$ cat src/rtl/l1d_mshr_rsp_ctrl.sv
// l1d_mshr_rsp_ctrl
//   Response-side end of the L1D MSHR downstream interface. Linefill read
//   beats are assembled into a full cache line, presented to the data pipe
//   and retired with linefill_done_en/id. Evict write acks are retired
//   directly with evict_done_en/id, independently of the linefill path.
//
// Ports
//   clk, rst_n            clock, asynchronous active-low reset
//   rsp_vld/rsp_rdy       downstream response beat handshake
//   rsp_type              0 = linefill read data, 1 = evict write ack
//   rsp_id/data/last/err  response beat payload
//   lf_wr_vld/rdy         assembled line handshake to the data pipe
//   lf_wr_id/data/err     owning MSHR id, assembled line, OR of beat errors
//   linefill_done_en/id   one-cycle linefill retire pulse
//   evict_done_en/id      one-cycle evict retire pulse
//   proto_err             sticky protocol-violation flag
module l1d_mshr_rsp_ctrl #(
  parameter int L1D_MSHR_ID_WIDTH = 3,
  parameter int BEAT_WIDTH        = 128,
  parameter int BEATS_PER_LINE    = 4,
  parameter int LINE_WIDTH        = BEAT_WIDTH * BEATS_PER_LINE
) (
  input  logic                         clk,
  input  logic                         rst_n,
  input  logic                         rsp_vld,
  output logic                         rsp_rdy,
  input  logic                         rsp_type,
  input  logic [L1D_MSHR_ID_WIDTH-1:0] rsp_id,
  input  logic [BEAT_WIDTH-1:0]        rsp_data,
  input  logic                         rsp_last,
  input  logic                         rsp_err,
  output logic                         lf_wr_vld,
  input  logic                         lf_wr_rdy,
  output logic [L1D_MSHR_ID_WIDTH-1:0] lf_wr_id,
  output logic [LINE_WIDTH-1:0]        lf_wr_data,
  output logic                         lf_wr_err,
  output logic                         linefill_done_en,
  output logic [L1D_MSHR_ID_WIDTH-1:0] linefill_done_id,
  output logic                         evict_done_en,
  output logic [L1D_MSHR_ID_WIDTH-1:0] evict_done_id,
  output logic                         proto_err
);

  localparam int CNT_W = $clog2(BEATS_PER_LINE);
  localparam logic [CNT_W-1:0] LAST_CNT = CNT_W'(BEATS_PER_LINE - 1);

  typedef enum logic [1:0] {
    IDLE    = 2'd0,
    COLLECT = 2'd1,
    WRITE   = 2'd2
  } state_t;

  state_t state_reg, state_next;

  logic [CNT_W-1:0]             cnt_reg;
  logic [L1D_MSHR_ID_WIDTH-1:0] id_reg;
  logic                         err_acc_reg;
  logic [BEAT_WIDTH-1:0]        line_buf_reg [BEATS_PER_LINE];
  logic                         lf_done_en_reg;
  logic [L1D_MSHR_ID_WIDTH-1:0] lf_done_id_reg;
  logic                         ev_done_en_reg;
  logic [L1D_MSHR_ID_WIDTH-1:0] ev_done_id_reg;
  logic                         proto_err_reg;

  logic                         rd_acc;
  logic                         ack_acc;
  logic                         final_beat;
  logic                         lf_hs;
  logic                         viol;
  logic [BEATS_PER_LINE-1:0]    beat_we;

  // ---------------------------------------------------------------------------
  // FSM
  // ---------------------------------------------------------------------------
  always_ff @(posedge clk or negedge rst_n) begin
    if (!rst_n) begin
      state_reg <= IDLE;
    end else begin
      state_reg <= state_next;
    end
  end

  always_comb begin
    state_next = state_reg;
    lf_wr_vld  = 1'b0;
    // Acks are always welcome; read beats stall only while a line is
    // waiting for the data pipe. Gated by rst_n so nothing is taken in reset.
    rsp_rdy    = rst_n & (rsp_type | (state_reg != WRITE));
    case (state_reg)
      IDLE: begin
        if (rd_acc) state_next = COLLECT;
      end
      COLLECT: begin
        if (rd_acc && (cnt_reg == LAST_CNT)) state_next = WRITE;
      end
      WRITE: begin
        lf_wr_vld = 1'b1;
        if (lf_wr_rdy) state_next = IDLE;
      end
      default: state_next = IDLE;
    endcase
  end

  assign rd_acc  = rsp_vld & rsp_rdy & ~rsp_type;
  assign ack_acc = rsp_vld & rsp_rdy &  rsp_type;
  assign lf_hs   = (state_reg == WRITE) & lf_wr_rdy;

  // The counter alone decides completion; rsp_last is only cross-checked.
  // In IDLE cnt_reg is 0, so a first beat is never the final one.
  assign final_beat = (state_reg == COLLECT) && (cnt_reg == LAST_CNT);

  assign viol = (rd_acc  & (rsp_last != final_beat))
              | (rd_acc  & (state_reg == COLLECT) & (rsp_id != id_reg))
              | (ack_acc & rsp_err & ~rsp_last);

  // ---------------------------------------------------------------------------
  // Line assembly: one write enable per beat slot, selected by the counter
  // ---------------------------------------------------------------------------
  genvar gi;
  generate
    for (gi = 0; gi < BEATS_PER_LINE; gi++) begin : g_slot
      assign beat_we[gi] = rd_acc && (cnt_reg == CNT_W'(gi));
      assign lf_wr_data[gi*BEAT_WIDTH +: BEAT_WIDTH] = line_buf_reg[gi];
    end
  endgenerate

  always_ff @(posedge clk or negedge rst_n) begin
    if (!rst_n) begin
      for (int i = 0; i < BEATS_PER_LINE; i++) begin
        line_buf_reg[i] <= '0;
      end
    end else begin
      for (int i = 0; i < BEATS_PER_LINE; i++) begin
        if (beat_we[i]) line_buf_reg[i] <= rsp_data;
      end
    end
  end

  always_ff @(posedge clk or negedge rst_n) begin
    if (!rst_n) begin
      cnt_reg     <= '0;
      id_reg      <= '0;
      err_acc_reg <= 1'b0;
    end else begin
      if (rd_acc) begin
        // Wraps to 0 naturally on the final beat.
        cnt_reg <= cnt_reg + 1'b1;
        if (state_reg == IDLE) begin
          id_reg      <= rsp_id;
          err_acc_reg <= rsp_err;
        end else begin
          // A mismatching id is flagged but the owner of the line is kept.
          err_acc_reg <= err_acc_reg | rsp_err;
        end
      end else if (lf_hs) begin
        cnt_reg <= '0;
      end
    end
  end

  // ---------------------------------------------------------------------------
  // Retire pulses and sticky protocol error
  // ---------------------------------------------------------------------------
  always_ff @(posedge clk or negedge rst_n) begin
    if (!rst_n) begin
      lf_done_en_reg <= 1'b0;
      lf_done_id_reg <= '0;
      ev_done_en_reg <= 1'b0;
      ev_done_id_reg <= '0;
      proto_err_reg  <= 1'b0;
    end else begin
      lf_done_en_reg <= lf_hs;
      if (lf_hs) lf_done_id_reg <= id_reg;
      ev_done_en_reg <= ack_acc;
      if (ack_acc) ev_done_id_reg <= rsp_id;
      if (viol) proto_err_reg <= 1'b1;
    end
  end

  assign lf_wr_id         = id_reg;
  assign lf_wr_err        = err_acc_reg;
  assign linefill_done_en = lf_done_en_reg;
  assign linefill_done_id = lf_done_id_reg;
  assign evict_done_en    = ev_done_en_reg;
  assign evict_done_id    = ev_done_id_reg;
  assign proto_err        = proto_err_reg;

endmodule

$ cat config.mk
export PLATFORM = sky130hd
export DESIGN_NAME = l1d_mshr_rsp_ctrl
export DESIGN_NICKNAME = d
export VERILOG_FILES = /design/src/rtl/l1d_mshr_rsp_ctrl.sv
export SDC_FILE = /design/constraint.sdc
export NUM_CORES = 1
export LEC_CHECK = 0
export ABC_AREA = 1
export CAP_MARGIN = 20
export CORE_AREA = 4 4 255 257
export DETAILED_ROUTE_END_ITERATION = 6
export DIE_AREA = 0 0 259 261
export GPL_TIMING_DRIVEN = 1
export SETUP_SLACK_MARGIN = 0.02
export SYNTH_ARGS = -nofsm -noshare
export SYNTH_HDL_FRONTEND = slang
export SYNTH_SLANG_ARGS = --single-unit
$ cat constraint.sdc
create_clock -name clk -period 3.7 [get_ports clk]
set_input_delay 0.74 -clock clk [delete_from_list [all_inputs] [get_ports clk]]
set_output_delay 0.74 -clock clk [all_outputs]
set_load 0.01 [all_outputs]
# After elaboration in Yosys (flattened, before gate mapping)
# Cells that the tools add are included.
[word_totals] register_bits=529 latch_bits=0 mem_bits_rw=0 rom_bits=0 input_bits=138 output_inout_bits=527 elab_cells=59 mem_count=0
[op_classes] n_addsub=1 n_mul=0 div_mod_pow=0 n_lt_le_gt_ge=0 eq_ne=11 shifts=0 muxes=8 n_bitwise=16 n_reduce_logical=10
[ops] op="$and A1 B1 Y1" n=10
[ops] op="$mux W2" n=5
[ops] op="$ne A2 B2 Y1 const B" n=4
[ops] op="$eq A2 B2 Y1 const B" n=3
[ops] op="$pmux W2 S3" n=1
[ops] op="$logic_and A1 B1 Y1" n=5
[ops] op="$eq A2 B1 Y1 const B" n=2
[ops] op="$logic_not A2 Y1" n=2
[ops] op="$or A1 B1 Y1" n=4
[ops] op="$ne A3 B3 Y1" n=1
[ops] op="$reduce_and A3 Y1" n=1
[ops] op="$add A2 B1 Y2 const B" n=1
[ops] op="$mux W1" n=2
[ops] op="$not A1 Y1" n=2
[ops] op="$reduce_and A2 Y1" n=1
[ops] op="$reduce_bool A2 Y1" n=1
[ops] op="$ne A1 B1 Y1" n=1

# Longest topological paths before layout
# Gate-level depths: netlist (run 1).
[logic_depth] depth_word=9 depth_mapped=9 mapped_depth_nobuf=7

# Worst setup path after synthesis (run 1)
# Ideal clock, no wire load.
[synth_path] kind="input-to-output" startpoint="input port rsp_type" endpoint="output port rsp_rdy" arrival_time_ps=955 t_required_ps=2960 slack_ps=2005 path_stages=2 path_buffers=0 cell_sequence="o21ai_0 inv_1"
[synth_between] elab_chain_cells=2
[synth_lines] item="from (decl)" line_no="27" text="input logic rsp_type,"
[synth_lines] item="$or A1 B1 Y1" line_no="88" text="rsp_rdy = rst_n & (rsp_type | (state_reg != WRITE));"
[synth_lines] item="$and A1 B1 Y1" line_no="88"
[synth_lines] item="to (decl)" line_no="26" text="output logic rsp_rdy,"
# Every way passes these cells.

# Worst setup path after layout (run 1)
[layout_path] startpoint="input port rst_n" endpoint="output port rsp_rdy"
[layout_between] elab_chain_cells=1
[layout_lines] item="from (decl)" line_no="24" text="input logic rst_n,"
[layout_lines] item="$and A1 B1 Y1" line_no="88"
# Every way passes these cells.

==> results of run 1 <==
==> kinds of logic (layout without fill, tap and decap cells) <==
kind of cell    Yosys count  in the layout  share of synthesized area [%]
buf+inv                 174            813                           3.64
flops                   529            529                           64.4
other cells               0              4                              0
compound gates          397            397                           9.66
xor+xnor                  4              4                          0.170
fa+ha+maj                 4              4                          0.243
simple gates           1192           1192                           21.9
==> per-stage QoR <==
stage	total power [mW]	instance area [um^2]	setup slack [ns]	instances	utilization [%]
final	26.5	29900	0.662	3789	47.7
after global routing	28.0	29900	0.579	3787	47.7
after CTS	26.8	29900	0.630	3785	47.7
after detailed placement	20.9	28000	0.736	3682	44.7
after global placement	20.7	28000	0.748	3682	44.7
after floorplan	13.3	20600	2.00	2300	-
==> report_power, final <==
group          switching, mW  internal, mW
clock                   2.37          3.41
combinational           5.49          5.41
sequential              1.44          8.38
total                   9.30          17.2
==> final cells by class <==
| type | instances | area (um^2) |
|---|---|---|
| fillers | 5863 | 32800 |
| clock buffers | 82 | 1710 |
| diodes | 4 | 10.0 |
| repair buffers | 692 | 7050 |
| inverters | 19 | 81.3 |
| well taps | 846 | 1060 |
| multi-input cells | 1597 | 6610 |
| clock inverters | 20 | 189 |
| flip-flops and latches | 529 | 13200 |
==> how the worst max path moves through the flow <==
stage | end | slack (ns) | depth (start not counted)
4_1_cts | rsp_rdy | 0.63 | 5
2_1_floorplan | rsp_rdy | 2.00 | 2
5_1_grt | rsp_rdy | 0.58 | 5
3_5_place_dp | lf_wr_data[400] | 0.74 | 8
6_report | rsp_rdy | 0.66 | 5
3_3_place_gp | lf_wr_data[483] | 0.75 | 8
==> routing by layer <==
layer	part of all wire (%)	global-route usage (%)	vias up
met4	4.2	8.25	0
met2	48	37.2	718
met1	39	28.1	8958
li1	-	-	8447
met5	0	0	-
met3	8.3	6.60	147
==> synthesized netlist by cell type (4+ instances only) <==
master       n  area [um^2]
buf_2       73          365
clkbuf_1    80          300
dfrtp_1    529        13200
ha_1         4         50.1
inv_1       18         67.6
nand2_1   1176         4410
nand3_1      4         20.0
nor2_1       7         26.3
o21ai_0    373         1870
o21ai_1     23          115
xnor2_1      4         35.0
==> what timing repair did <==
action                                  in CTS  in global routing
endpoints found under the hold margin       17                  0
hold buffers                                 1                  0
endpoints found under the setup margin       0                  0
==> worst reg2reg max path, cell delays in order, from the launching register on <==
cell and delay, ns:
dfrtp_1 0.41, inv_1 0.13, ha_1 0.22, inv_4 0.24, nor2_4 0.90, buf_12 0.29
nand2_1 0.10, nand2_1 0.07
==> cell usage in the layout, fill, tap and decap left out, types with 3 or more instances in the layout <==
cell and n:
buf_12 15, buf_4 12, bufinv_16 3, clkbuf_1 8
clkbuf_16 59, clkbuf_8 15, clkdlybuf4s50_1 663, clkinv_2 13
dfrtp_1 529, diode_2 4, ha_1 4, inv_1 15
inv_4 4, inv_6 3, nand2_1 1176, nand3_1 4
nor2_1 4, nor2_4 4, o21ai_0 373, o21ai_1 23
xnor2_1 4
==> key figures, run 1 <==
Floorplanning
  – Starting Density: between 30% and 40%
  – Core area: 0.0627 mm^2
  – # rows: 92
  – Die extent in x: between 200 and 300 um
  – Die Y: 261 um
  – Die ar.: ~0.068 mm^2
  – # IOs: roughly 670

Worst setup path
  – CP max stage cell: dlygate4sd3_1
  – Critical path arrival: about 2.3 ns
  – Crit path max-delay family: buffers and inverters
  – R2r worst-path depth: 7
  – Startpoint types: input port
  – Setup crit end kind: output port
  – RR Endpoint: lf_wr_data[89]
  – FF-to-FF setup slack: 1.30 ns
  – Reg-to-reg startpoint: cnt_reg[0]
  – Crit Path Class: in -> out
  – Critical Path, Cell by Cell: dlygate4sd3_1 -> buf_8 -> o21ai_0 -> inv_1 -> clkdlybuf4s50_1
  – Crit path buf inv count: 4
  – Max stage delay on crit path: 0.56 ns
  – Req. time, crit path: around 3.0 ns
  – Crit. Startpoint: rst_n
  – CP Max Fanout: 24

STA
  – Final Hold Fails: 0
  – Fin Hold WS: 0.467 ns
  – Worst-margin pin slew: roughly 1.1 ns
  – Max-slew violations: 0
  – Tmin final: between 3 and 4 ns
  – Setup TNS: 0 ns
  – RSZ-0062 raised after global routing: no
  – Clk_skew: ~0.025 ns
  – Final Cycle Share: between 80% and 90%
  – Slew Limit Headroom: approximately 28%
  – Final setup vio count: 0
  – Maximum clock frequency: roughly 330 MHz

Routing
  – DRT Pass-1 Iters: 5
  – DRC: 0
  – Routed WL: slightly below 80000 um
  – Vias per cell: roughly 4.8
  – ANT nets after route: 0
  – Vias: roughly 18000
  – WL per Instance: roughly 21 um
  – 1st-iter DRT viols: around 1500

Cells and area
  – Max reg flops: ~510
  – Area Growth Syn to Fin: 45.6%
  – Layout Nets: ~3000
  – Share of layout cells above drive strength 1: roughly 4.5%

Placed design
  – Port bufs: about 660
  – Final GP Congestion: slightly below 0.9
  – Detail Placement HPWL: about 53000 um

Clocking
  – CTS tree: done
  – PostCTS Resize Cnt: 0
  – CTS sink count: 529
  – Skew-Pair Late Insertion Delay: roughly 0.61 ns
  – Clock-pin slew on the worst setup and hold paths: approximately 0.060 ns
  – CTS root buf: clkbuf_16
  – CTS max path bufs: 3
  – Postcts setup bufs: 0
  – CTS Buf Count: between 50 and 60
  – H-tree depth: 2

GRT
  – Total grt overflow: 0
  – Vias in the first global route: 18200
  – Largest net degree at the start of global routing: 233
  – Total GRT Usage: 22.5%
  – Initial antenna violation count: 5
  – First-pass GRT wire length: approximately 120000 um

Synth
  – Syn Inst Count: 2300
  – Syn nets: between 2000 and 2500
  – Post-synthesis sequential area ratio: 64.4%
  – Synth warnings: 0
  – Synthesized area per cell: just under 9 um^2
  – Synth Register Bits: ~530
  – Main synth FF type: dfrtp_1
  – EDFF count, synth: 0
  – Synth cell types: 20
  – Area of the mapped netlist: 0.0206 mm^2
  – Ys async rst share: between 90% and 100%

Pwr
  – Maximum VDD drop: 422 uV
  – Leak pwr: between 10 and 15 nW
  – Power per cell area: approximately 900 mW/mm^2

Min path
  – Worst hold endpoint: lf_wr_data[509]
  – Hold depth: 2
  – Hold path start: lf_wr_data[509]
  – HP Class: reg -> reg

Job
  – Max-cap violations: 0

Run status
  – Status: finished, final reports clean
(Power assumes the default switching activity.)
==> inputs of run 2 (changes only) <==
==> constraint.sdc (replaced) <==
create_clock -name clk -period 3 [get_ports clk]
set_input_delay 0.6 -clock clk [delete_from_list [all_inputs] [get_ports clk]]
set_output_delay 0.6 -clock clk [all_outputs]
set_load 0.01 [all_outputs]
==> key figures, run 2 (synthesis gave the netlist of run 1 again) <==
Run status
  – Status: finished, final reports clean

Routing
  – Vias: approximately 18000
  – Routed WL: between 70000 and 80000 um
  – Met2 Routed Length: 39000 um
  – DRT Pass-1 Iters: 5
  – WL per Instance: around 21 um
  – Vias per cell: roughly 4.8
  – Wire length on met1: 31600 um
  – DR top layer: met5
  – 1st-iter DRT viols: about 1400
  – DRC: 0
  – ANT nets after route: 0
  – Met3 Wirelength: 6670 um

GRT
  – Total GRT Usage: between 20% and 30%
  – Vias in the first global route: ~19000
  – First-pass GRT wire length: around 120000 um
  – Largest net degree at the start of global routing: about 150
  – Initial antenna violation count: 5
  – Total grt overflow: 0

STA
  – Tmin final: approximately 2.7 ns
  – Max-slew violations: 0
  – Final setup vio count: 0
  – Final Hold Fails: 0
  – Worst-margin pin slew: ~0.97 ns
  – RSZ-0062 raised after global routing: no
  – Clk_skew: about 0.025 ns
  – Slew Limit Headroom: 35.3%
  – Maximum clock frequency: approximately 370 MHz
  – Setup TNS: 0 ns
  – Final Cycle Share: roughly 90%

Clocking
  – CTS hold repair buffers: 1
  – CTS root buf: clkbuf_16
  – CTS Buf Count: a little under 60
  – CTS tree: done
  – Clock-pin slew on the worst setup and hold paths: about 0.060 ns
  – CTS max path bufs: 3
  – CTS sink count: ~530
  – Skew-Pair Late Insertion Delay: ~0.62 ns
  – PostCTS Resize Cnt: 0
  – Postcts setup bufs: 0
  – H-tree depth: 2

Floorplanning
  – Die ar.: 0.0676 mm^2
  – Core area: between 0.06 and 0.07 mm^2
  – Die extent in x: roughly 260 um
  – Die Y: around 260 um
  – # rows: 92
  – Starting Density: between 30 and 40%
  – # IOs: 665

Cells and area
  – Share of layout cells above drive strength 1: under 10%
  – Layout fillers: between 5000 and 6000
  – Fin util: a little under half
  – Final Non-Filler Cells: roughly 3800
  – Most frequent cells in the layout: nand2_1, clkdlybuf4s50_1, dfrtp_1
  – Max reg flops: between 500 and 600
  – Layout Nets: just over 3000
  – Non-Filler Cell Area, Final: 0.0301 mm^2
  – Most common cell after layout, fill and taps aside: nand2_1
  – Area Growth Syn to Fin: 46.4%

Job
  – Max-cap violations: 0

Worst setup path
  – Startpoint types: input port
  – Req. time, crit path: 2.40 ns
  – CP Max Fanout: 16
  – Crit Path Class: in -> out
  – Critical path arrival: roughly 2.1 ns
  – Setup crit end kind: output port

Placed design
  – Placed Instances: approximately 3700
  – Placed Area: about 0.028 mm^2
  – Final GP Congestion: 0.869
  – Detail Placement HPWL: 54200 um
  – Port bufs: approximately 660

Min path
  – HP Class: in -> async

Pwr
  – Clock power share: ~22%
  – Sequential share of power: between 30% and 40%
  – Maximum VDD drop: approximately 580 uV
  – Power per cell area: approximately 1100 mW/mm^2
  – Switching Share: between 30% and 40%
  – Internal power: between 20 and 25 mW
  – Switch Pwr: approximately 12 mW
  – Gate power share: about two fifths
  – Leak pwr: 14.3 nW
-- run 2: changes by cell type in the layout (fill, tap and decap cells not counted), sizes merged --
cell      previous run  this run
buf                 28        35
clkbuf              82        83
clkinv              13        15
clkinvlp             1         2
diode                4         5
inv                 22        24
-- run 2: power groups by stage --
| stage | Clock, mW | Sequential, mW | Combinational (mW) |
|---|---|---|---|
| global placement | 0 | 12.1 | 13.5 |
| floorplan | 0 | 13.5 | 2.98 |
| global route | 7.73 | 12.5 | 14.5 |
| finish | 7.26 | 12.1 | 13.5 |
| CTS | 7.44 | 12.1 | 13.7 |
| detailed placement | 0 | 12.2 | 13.7 |
-- run 2: stage by stage --
stage               hold WS [ns]  power [mW]  setup slack (ns)
floorplan                  0.304        16.5              1.46
global placement           0.441        25.6             0.536
detailed placement         0.441        25.9             0.472
CTS                        0.380        33.3             0.280
global route               0.404        34.8             0.189
finish                     0.413        32.9             0.306
-- run 2: worst paths after layout --
| kind | startpoint | end | slack (ns) | depth (start not counted) |
|---|---|---|---|---|
| worst max register to register | cnt_reg[0] | lf_wr_data[359] | 0.97 | 7 |
| min in group clk | lf_wr_data[408] | lf_wr_data[408] | 0.47 | 2 |
| max in group asynchronous | rst_n | lf_wr_data[112] | 1.09 | 4 |
| worst min-delay path | rst_n | lf_wr_data[457] | 0.41 | 2 |
| worst min register to register | lf_wr_data[408] | lf_wr_data[408] | 0.47 | 2 |
| worst max-delay path | rst_n | rsp_rdy | 0.31 | 5 |
-- run 2: critical path: stages --
cell,delay [ns]
dlygate4sd3_1,0.56
buf_8,0.21
o21ai_0,0.12
inv_1,0.06
clkdlybuf4s50_1,0.53
-- run 2: layer usage --
metal  up-vias  global-route usage, %
li1       8465                      -
met1      9043                   28.3
met2       693                   38.7
met3       146                   6.63
met4         2                   6.37
met5         -                      0
-- run 2: area by class of cell --
cell class,instances,area (um^2),area share [%]
multi-input cells,1597,6610,21.9
inverters,19,81.3,0.270
diodes,5,12.5,0.0416
flip-flops and latches,529,13200,44.0
clock buffers,83,1710,5.67
clock inverters,25,243,0.806
repair buffers,699,7170,23.8
well taps,846,1060,3.52
